[config.mk]
export PLATFORM = sky130hd
export DESIGN_NAME = sdram_port_arbiter
export DESIGN_NICKNAME = d
export VERILOG_FILES = /design/src/rtl/sdram_arbiter_pkg.sv /design/src/rtl/sdram_port_arbiter.sv
export SDC_FILE = /design/constraint.sdc
export NUM_CORES = 1
export LEC_CHECK = 0
export ABC_AREA = 1
export BUFFER_PORTS_ARGS = -buffer_cell sky130_fd_sc_hd__buf_2
export CORE_AREA = 2 2 153 155
export DETAILED_ROUTE_END_ITERATION = 10
export DIE_AREA = 0 0 155 157
export PLACE_DENSITY = 0.39
export SYNTH_ARGS = -nofsm -noshare
export SYNTH_HDL_FRONTEND = slang
export SYNTH_SLANG_ARGS = --single-unit
[constraint.sdc]
create_clock -name clock -period 2.1 [get_ports clock]
set_input_delay 0 -clock clock [delete_from_list [all_inputs] [get_ports clock]]
set_output_delay 0 -clock clock [all_outputs]
set_load 0.03 [all_outputs]
[src/rtl/sdram_arbiter_pkg.sv]
// Shared widths, FSM state and owner encodings
// for the two-requester SDRAM port arbiter.
package sdram_arbiter_pkg;

  localparam int DEF_ADDR_WIDTH  = 29;
  localparam int DEF_DATA_WIDTH  = 64;
  localparam int DEF_BURST_WIDTH = 8;
  localparam int DEF_MAX_HIGH    = 4;

  typedef enum logic [1:0] {
    ST_IDLE,
    ST_CMD_READ,
    ST_DATA_READ,
    ST_WRITE
  } state_t;

  localparam logic [1:0] OWNER_NONE = 2'b00;
  localparam logic [1:0] OWNER_M0   = 2'b01;
  localparam logic [1:0] OWNER_M1   = 2'b10;

endpackage

[src/rtl/sdram_port_arbiter.sv]
// Shares one Avalon-MM SDRAM port between a display reader (m0, high
// priority) and a rasterizer (m1, read/write); whole-burst grants.
// Ports: clock/reset; m0_* read master; m1_* read/write master;
// s_* towards the SDRAM port; readdata shared; owner = debug grantee.
module sdram_port_arbiter
  import sdram_arbiter_pkg::*;
#(
  parameter int ADDR_WIDTH      = DEF_ADDR_WIDTH,
  parameter int DATA_WIDTH      = DEF_DATA_WIDTH,
  parameter int BURST_WIDTH     = DEF_BURST_WIDTH,
  parameter int MAX_HIGH_GRANTS = DEF_MAX_HIGH
) (
  input  logic                    clock,
  input  logic                    reset,
  input  logic [ADDR_WIDTH-1:0]   m0_address,
  input  logic [BURST_WIDTH-1:0]  m0_burstcount,
  input  logic                    m0_read,
  output logic                    m0_waitrequest,
  output logic                    m0_readdatavalid,
  input  logic [ADDR_WIDTH-1:0]   m1_address,
  input  logic [BURST_WIDTH-1:0]  m1_burstcount,
  input  logic                    m1_read,
  input  logic                    m1_write,
  input  logic [DATA_WIDTH-1:0]   m1_writedata,
  input  logic [DATA_WIDTH/8-1:0] m1_byteenable,
  output logic                    m1_waitrequest,
  output logic                    m1_readdatavalid,
  output logic [DATA_WIDTH-1:0]   readdata,
  output logic [ADDR_WIDTH-1:0]   s_address,
  output logic [BURST_WIDTH-1:0]  s_burstcount,
  output logic                    s_read,
  output logic                    s_write,
  output logic [DATA_WIDTH-1:0]   s_writedata,
  output logic [DATA_WIDTH/8-1:0] s_byteenable,
  input  logic                    s_waitrequest,
  input  logic [DATA_WIDTH-1:0]   s_readdata,
  input  logic                    s_readdatavalid,
  output logic [1:0]              owner
);

  localparam int SC_W = $clog2(MAX_HIGH_GRANTS + 1);
  localparam logic [SC_W-1:0] SC_MAX = SC_W'(MAX_HIGH_GRANTS);
  localparam logic [BURST_WIDTH-1:0] ONE = BURST_WIDTH'(1);

  state_t                 state, state_nx;
  logic [1:0]             owner_nx;
  logic [BURST_WIDTH-1:0] beats, beats_nx;
  logic [SC_W-1:0]        starve_cnt, starve_nx;

  logic                   m1_pend;
  logic                   own_m1;
  logic                   wr_done;
  logic [BURST_WIDTH-1:0] s_len;

  assign m1_pend = m1_read | m1_write;
  assign own_m1  = (owner == OWNER_M1);
  // burstcount 0 is treated as a single beat
  assign s_len   = (s_burstcount == '0) ? ONE : s_burstcount;

  assign readdata     = s_readdata;
  assign s_address    = own_m1 ? m1_address : m0_address;
  assign s_burstcount = own_m1 ? m1_burstcount : m0_burstcount;
  assign s_writedata  = m1_writedata;
  assign s_byteenable = m1_byteenable;

  always_comb begin
    s_read           = 1'b0;
    s_write          = 1'b0;
    m0_waitrequest   = 1'b1;
    m1_waitrequest   = 1'b1;
    m0_readdatavalid = 1'b0;
    m1_readdatavalid = 1'b0;
    unique case (state)
      ST_CMD_READ: begin
        s_read = own_m1 ? m1_read : m0_read;
        if (own_m1) m1_waitrequest = s_waitrequest;
        else        m0_waitrequest = s_waitrequest;
      end
      ST_DATA_READ: begin
        m0_readdatavalid = s_readdatavalid & ~own_m1;
        m1_readdatavalid = s_readdatavalid & own_m1;
      end
      ST_WRITE: begin
        s_write        = m1_write;
        m1_waitrequest = s_waitrequest;
      end
      default: ;
    endcase
  end

  always_comb begin
    state_nx  = state;
    owner_nx  = owner;
    beats_nx  = beats;
    starve_nx = starve_cnt;
    wr_done   = 1'b0;
    unique case (state)
      ST_IDLE: begin
        beats_nx = '0;
        if (m1_pend && starve_cnt == SC_MAX) begin
          owner_nx  = OWNER_M1;
          starve_nx = '0;
          state_nx  = m1_read ? ST_CMD_READ : ST_WRITE;
        end else if (m0_read) begin
          owner_nx  = OWNER_M0;
          state_nx  = ST_CMD_READ;
          // below SC_MAX here whenever m1 is pending
          starve_nx = m1_pend ? starve_cnt + 1'b1 : '0;
        end else if (m1_pend) begin
          owner_nx  = OWNER_M1;
          starve_nx = '0;
          state_nx  = m1_read ? ST_CMD_READ : ST_WRITE;
        end
      end
      ST_CMD_READ: begin
        if (!s_read) begin
          state_nx = ST_IDLE;
          owner_nx = OWNER_NONE;
        end else if (!s_waitrequest) begin
          beats_nx = s_len;
          state_nx = ST_DATA_READ;
        end
      end
      ST_DATA_READ: begin
        if (s_readdatavalid) begin
          beats_nx = beats - 1'b1;
          if (beats == ONE) begin
            state_nx = ST_IDLE;
            owner_nx = OWNER_NONE;
          end
        end
      end
      ST_WRITE: begin
        // beats==0 marks the burst's first beat
        if (s_write && !s_waitrequest) begin
          if (beats == '0) begin
            beats_nx = s_len - 1'b1;
            wr_done  = (s_len == ONE);
          end else begin
            beats_nx = beats - 1'b1;
            wr_done  = (beats == ONE);
          end
        end
        if (wr_done) begin
          state_nx = ST_IDLE;
          owner_nx = OWNER_NONE;
        end
      end
      default: begin
        state_nx = ST_IDLE;
        owner_nx = OWNER_NONE;
      end
    endcase
  end

  always_ff @(posedge clock or posedge reset) begin
    if (reset) begin
      state      <= ST_IDLE;
      owner      <= OWNER_NONE;
      beats      <= '0;
      starve_cnt <= '0;
    end else begin
      state      <= state_nx;
      owner      <= owner_nx;
      beats      <= beats_nx;
      starve_cnt <= starve_nx;
    end
  end

endmodule

# After elaboration in Yosys (flattened, before gate mapping)
# Cells that the tools add are included.
[op_classes] n_reduce_logical=11 n_addsub=3 mux=40 bitwise_logic=4 n_eq_ne=16
[op_table] cell="8-bit 2-to-1 mux" n=7
[op_table] cell="8-bit one-hot mux with 4 select lines" n=1
[op_table] cell="29-bit 2-to-1 mux" n=1
[op_table] cell="2-bit 2-to-1 mux" n=13
[op_table] cell="8-bit by 1-bit == test with 1-bit output, second input constant" n=2
[op_table] cell="8-bit zero test" n=2
[op_table] cell="2-bit one-hot mux with 4 select lines" n=2
[op_table] cell="8-bit by 1-bit subtractor with 8-bit output, second input constant" n=2
[op_table] cell="2-bit inequality test, second input constant" n=7
[op_table] cell="3-bit 2-to-1 mux" n=4
[op_table] cell="1-bit 2-to-1 mux" n=11
[op_table] cell="5-bit AND reduction" n=2
[op_table] cell="2-bit == test, second input constant" n=3
[op_table] cell="4-bit inequality test, second input constant" n=1
[op_table] cell="4-bit AND reduction" n=1
[op_table] cell="3-bit by 1-bit adder with 3-bit output, second input constant" n=1
[op_table] cell="3-bit == test, second input constant" n=1
[op_table] cell="3-bit inequality test, second input constant" n=1
[op_table] cell="3-bit nonzero test" n=1
[op_table] cell="1-bit AND" n=2
[op_table] cell="2-bit by 1-bit == test with 1-bit output, second input constant" n=1
[op_table] cell="1-bit logical AND" n=2
[op_table] cell="2-bit zero test" n=1
[op_table] cell="1-bit one-hot mux with 2 select lines" n=1
[op_table] cell="4 further kinds" n=4
[totals] output_inout_bits=181 regBits=15 word_cells=78

# Logic depth before layout (Yosys ltp)
[depth] ltp_word=10 ltp_mapped=17 depth_no_buf=17

# Least setup slack after synthesis
# Ideal clock, no wire load.
[synth_path] path_kind="register to register" start="reg owner[1]" end="reg beats[2]" path_buffers=1 t_arrival_ps=2153 setup_time_ps=127 slack_ps=-180 period_less_slack_ps=2280 path_stages_with_launch=17 path_cell_list="dfrtp_1 buf_4 inv_2 nor2_4 o21ai_2 nor2_2 nand2_2 nand2_4 inv_2 ha_1 inv_1 nor2_1 o21ai_0 nand3_1 o221ai_1 nand2_1 o21ai_0"
[synth_between] elab_chain_cells=8
[synth_lines] item="from (decl)" line="sdram_port_arbiter.sv:38" rtl="output logic [1:0] owner"
[synth_lines] item="from (signal assigned)" line="sdram_port_arbiter.sv:164" rtl="owner <= owner_nx;"
[synth_lines] item="2-bit == test *" line="sdram_port_arbiter.sv:56" rtl="assign own_m1 = (owner == OWNER_M1);"
[synth_lines] item="8-bit 2-to-1 mux *" line="sdram_port_arbiter.sv:62" rtl="assign s_burstcount = own_m1 ? m1_burstcount : m0_burstcount;"
[synth_lines] item="net s_burstcount[1]" line="sdram_port_arbiter.sv:30" rtl="output logic [BURST_WIDTH-1:0] s_burstcount,"
[synth_lines] item="8-bit zero test" line="sdram_port_arbiter.sv:58" rtl="assign s_len = (s_burstcount == '0) ? ONE : s_burstcount;"
[synth_lines] item="8-bit 2-to-1 mux *" line="sdram_port_arbiter.sv:58"
[synth_lines] item="8-bit by 1-bit subtractor with 8-bit output" line="sdram_port_arbiter.sv:137" rtl="beats_nx = s_len - 1'b1;"
[synth_lines] item="8-bit 2-to-1 mux" line="sdram_port_arbiter.sv:136" rtl="if (beats == '0) begin"
[synth_lines] item="8-bit 2-to-1 mux" line="sdram_port_arbiter.sv:135" rtl="if (s_write && !s_waitrequest) begin"
[synth_lines] item="8-bit one-hot mux with 4 select lines *" line="sdram_port_arbiter.sv:97" rtl="unique case (state)"
[synth_lines] item="to (signal assigned)" line="sdram_port_arbiter.sv:165" rtl="beats <= beats_nx;"
[synth_lines] item="to (decl)" line="sdram_port_arbiter.sv:47" rtl="logic [BURST_WIDTH-1:0] beats, beats_nx;"
# Mark *: on every way through the listed nets, which the timed path passes. The rest lies on a longest branch. The select of a mux whose other input is x is not followed.
# A chain may end at the register's enable or synchronous reset.

# Worst setup path in the final report
[layout_path] start="reg owner[0]" end="reg owner[1]"
[layout_between] elab_chain_cells=10
[layout_lines] item="2-bit == test *" line="sdram_port_arbiter.sv:56"
[layout_lines] item="8-bit 2-to-1 mux" line="sdram_port_arbiter.sv:62"
[layout_lines] item="8-bit zero test" line="sdram_port_arbiter.sv:58"
[layout_lines] item="8-bit 2-to-1 mux" line="sdram_port_arbiter.sv:58"
[layout_lines] item="8-bit by 1-bit == test with 1-bit output" line="sdram_port_arbiter.sv:138" rtl="wr_done = (s_len == ONE);"
[layout_lines] item="1-bit 2-to-1 mux" line="sdram_port_arbiter.sv:136"
[layout_lines] item="1-bit 2-to-1 mux" line="sdram_port_arbiter.sv:135"
[layout_lines] item="1-bit 2-to-1 mux" line="sdram_port_arbiter.sv:97"
[layout_lines] item="2-bit inequality test (no source line)"
[layout_lines] item="5-bit AND reduction (no source line) *"
# Every way passes the cells marked *; elsewhere a longest branch is shown, timed or not. The select of a mux whose other input is x is not followed.

==> summary.md <==
| Metric | Value |
|---|---|
| GRT Overall Usage | `9.11%` |
| I/O pins | `398` |
| Worst Clk Skew | `8.92 ps` |
| Delay-heaviest family, CP | `simple AND/OR/NAND/NOR gates` |
| Multi-input gate area | `1460 um^2` |
| CP endpoint kind | `register` |
| Post-synth ARST share | `100%` |
| Share of power burned in registers | `10.1%` |
| Bufs on Longest Clock Path | `2` |
| Mean Syn Cell Area | `6.08 um^2` |
| Hold Fails Final Rpt | `0` |
| Antenna-violating nets left | `0` |
| Post-route total power | `5150 uW` |
| Register area | `378 um^2` |
| Comb power frac | `82.5%` |
| Max Fanout on Critical Path | `8` |
| #FFs+latches synth | `15` |
| Layout Nets | `748` |
| Crit path required time | `2230 ps` |
| Worst hold path type | `in -> out` |
| Synth top cells by count | `nand2_1 (157), buf_4 (137), inv_1 (51)` |
| CP Data Arrival Time | `2120 ps` |
| Relative slew slack | `51.3%` |
| Slew Viols, Final | `0` |
| Post-synthesis cell type count | `33` |
| CTS tree | `done` |
| Syn Inst Count | `500` |
| Gr ovfl total | `0` |
| Row count | `55` |
| HPWL Detailed | `10.1 mm` |
| Synth warn | `0` |
| Global placer's final weighted congestion | `0.770` |
| Die height | `157 um` |
| Critical Path Max Stage Delay | `430 ps` |
| Max Freq | `505 MHz` |
| Post-Layout Inst Area | `3460 um^2` |
| Die ar. | `24300 um^2` |
| EDFF count, synth | `0` |
| Peak VDD IR | `0.000363 V` |
| Iteration-0 DRC Markers | `77` |
| Die X | `155 um` |
| Maxcap violations | `0` |
| PortBufs | `125` |
| Clk root buf | `clkbuf_16` |
| WL/cell | `14.7 um` |
| Share of cells above drive strength 1 | `40.0%` |
| Hold_ws | `0.0103 ps` |
| Setup violators final | `0` |
| Switching Share | `58.5%` |
| Switching Power | `3020 uW` |
| Net Count, Synth | `724` |
| Layout area overhead | `13.8%` |
| CP bufs+invs | `2` |
| Slowest stage cell, crit path | `dfrtp_2` |
| Status | `finished clean` |
| Synth top area share | `33.9%` |
| Crit-path cells | `clkinv_4 > buf_6 > nand3b_1 > nand2_2 > nand2_2 > nor2_4 > nand2_2 > nand2_4 > ha_4 > nand4_1 > nand2_1 > nand4_1 > nor2_1 > a21oi_1` |
| CP Class | `reg -> reg` |
| Largest net degree at the start of global routing | `31` |
| Core box area | `22500 um^2` |
| Worst Max-Slew Pin Slew | `729 ps` |
| Reg clk slew, reported paths | `60 ps` |
| Skew-Pair Late Insertion Delay | `250 ps` |
| Sequential element share of the synthesized area | `12.4%` |
| Internal power | `2140 uW` |
| DR vias/cell | `3.61` |
| Top-count cell post-synth | `nand2_1` |
| Setup_tns | `0 ps` |
| Num CTS Buffers | `3` |
| RSZ-0062 raised after global routing | `yes` |
| Num Clock Sinks | `15` |
| First-pass GRT wire length | `16.5 mm` |
| Number of global-route vias before repair | `2752` |
| P_leak | `0.00192 uW` |
| Initial core utilization | `13.5%` |
| Initial antenna violation count | `3` |
| Fin crit share | `94.4%` |
| H-tree Lvls | `1` |
| Drt first pass iters | `4` |
| DRC Markers | `0` |
| WL final | `11.9 mm` |
| Clock Power Share | `7.4%` |
| Most area-consuming cells after synthesis | `buf_4 (34%), nand2_1 (19%), dfrtp_1 (12%)` |
| DR vias | `2927` |
| Synth area leader | `buf_4` |
| Area of placed instances | `3130 um^2` |
| Pwr/cell area | `1490 nW/um^2` |
| Crit path time final | `1980 ps` |
| Top FF cell, synth | `dfrtp_1` |
| CP Launch Type | `register` |
| FILL cells | `2617` |
| CP most frequent cell | `nand2_2` |
| Mapped Area | `3040 um^2` |
[state kept, by name, indices dropped and copies added (netlist names)]
signal / flops
beats: 8
starve_cnt: 3
owner: 2
state: 2
[stage by stage]
step           cells  setup WS, ps  utilization [%]
6_report         810           118             15.4
5_1_grt          809         -58.7             15.3
2_1_floorplan    500         -17.4                -
3_5_place_dp     786         -5.54             13.9
3_3_place_gp     786          52.6             13.9
4_1_cts          794          14.7             14.4
[kinds of logic after synthesis]
family	after synthesis	share of synthesized area [%]
compound gates	42	8.32
fa+ha+maj	7	2.88
flops	15	12.4
xor+xnor	6	1.73
buf+inv	203	42.3
simple gates	227	32.4
[layer usage]
| metal | up-vias | wire, um | GRT usage (%) |
|---|---|---|---|
| li1 | 1447 | - | - |
| met1 | 1238 | 4380 | 9.82 |
| met2 | 170 | 5240 | 13.6 |
| met3 | 70 | 1610 | 5.51 |
| met4 | 2 | 640 | 5.56 |
| met5 | - | 13 | 0 |
[final timing paths]
path	startpoint	to	slack, ps	cells past startpoint
setup reg to reg	owner[0]$_DFFE_PP0P_	owner[1]$_DFFE_PP0P_	120	14
max in group asynchronous	reset	owner[0]$_DFFE_PP0P_	1170	3
min in group asynchronous	reset	state[0]$_DFFE_PP0P_	420	3
hold reg to reg	beats[7]$_DFFE_PP0P_	beats[7]$_DFFE_PP0P_	520	2
setup / recovery	owner[0]$_DFFE_PP0P_	owner[1]$_DFFE_PP0P_	120	14
hold / removal	m1_writedata[46]	s_writedata[46]	0.01	0
[final cells by class]
cell class	count	share of cell area, %
multi-input cells	283	42.3
inverters	58	6.52
diodes	2	0.145
well taps	285	10.3
clock inverters	1	0.145
repair buffers	163	27.4
clock buffers	3	2.17
flip-flops and latches	15	10.9
[cell usage in the layout, fill, tap and decap left out, types with 2 or more instances in the layout]
master and n:
nand2_4 6, buf_2 125, inv_1 50, nand3_1 16, nor3_1 5, ha_1 5
nor2_2 2, o22ai_1 3, buf_6 6, nand4_1 4, nor2_1 22, dfrtp_2 2
a21oi_2 2, diode_2 2, nor2_4 4, ha_4 2, nand2_2 11, dfrtp_1 13
clkbuf_16 3, a21oi_1 8, buf_4 30, o21ai_4 2, nand3b_1 4, xor2_1 5
o21ai_1 10, nand2_1 152, o21ai_0 9, inv_2 6
[power by group through the flow]
| stage | logic [uW] | clock network, uW | registers, uW |
|---|---|---|---|
| after floorplan | 3070 | 0 | 529 |
| after global placement | 3910 | 0 | 535 |
| after detailed placement | 3890 | 0 | 539 |
| after CTS | 3960 | 400 | 530 |
| after global routing | 4700 | 412 | 536 |
| final | 4250 | 382 | 521 |
[what timing repair did]
action                                  4_1_cts  5_1_grt
setup buffers                                 3       14
pin swaps                                     1       22
endpoints found under the setup margin        1        8
endpoints found under the hold margin        15        0
cloned                                        0        1
gates resized for setup                       1       28
hold buffers                                  1        0
Note: power is estimated with default switching activity, not from simulation.
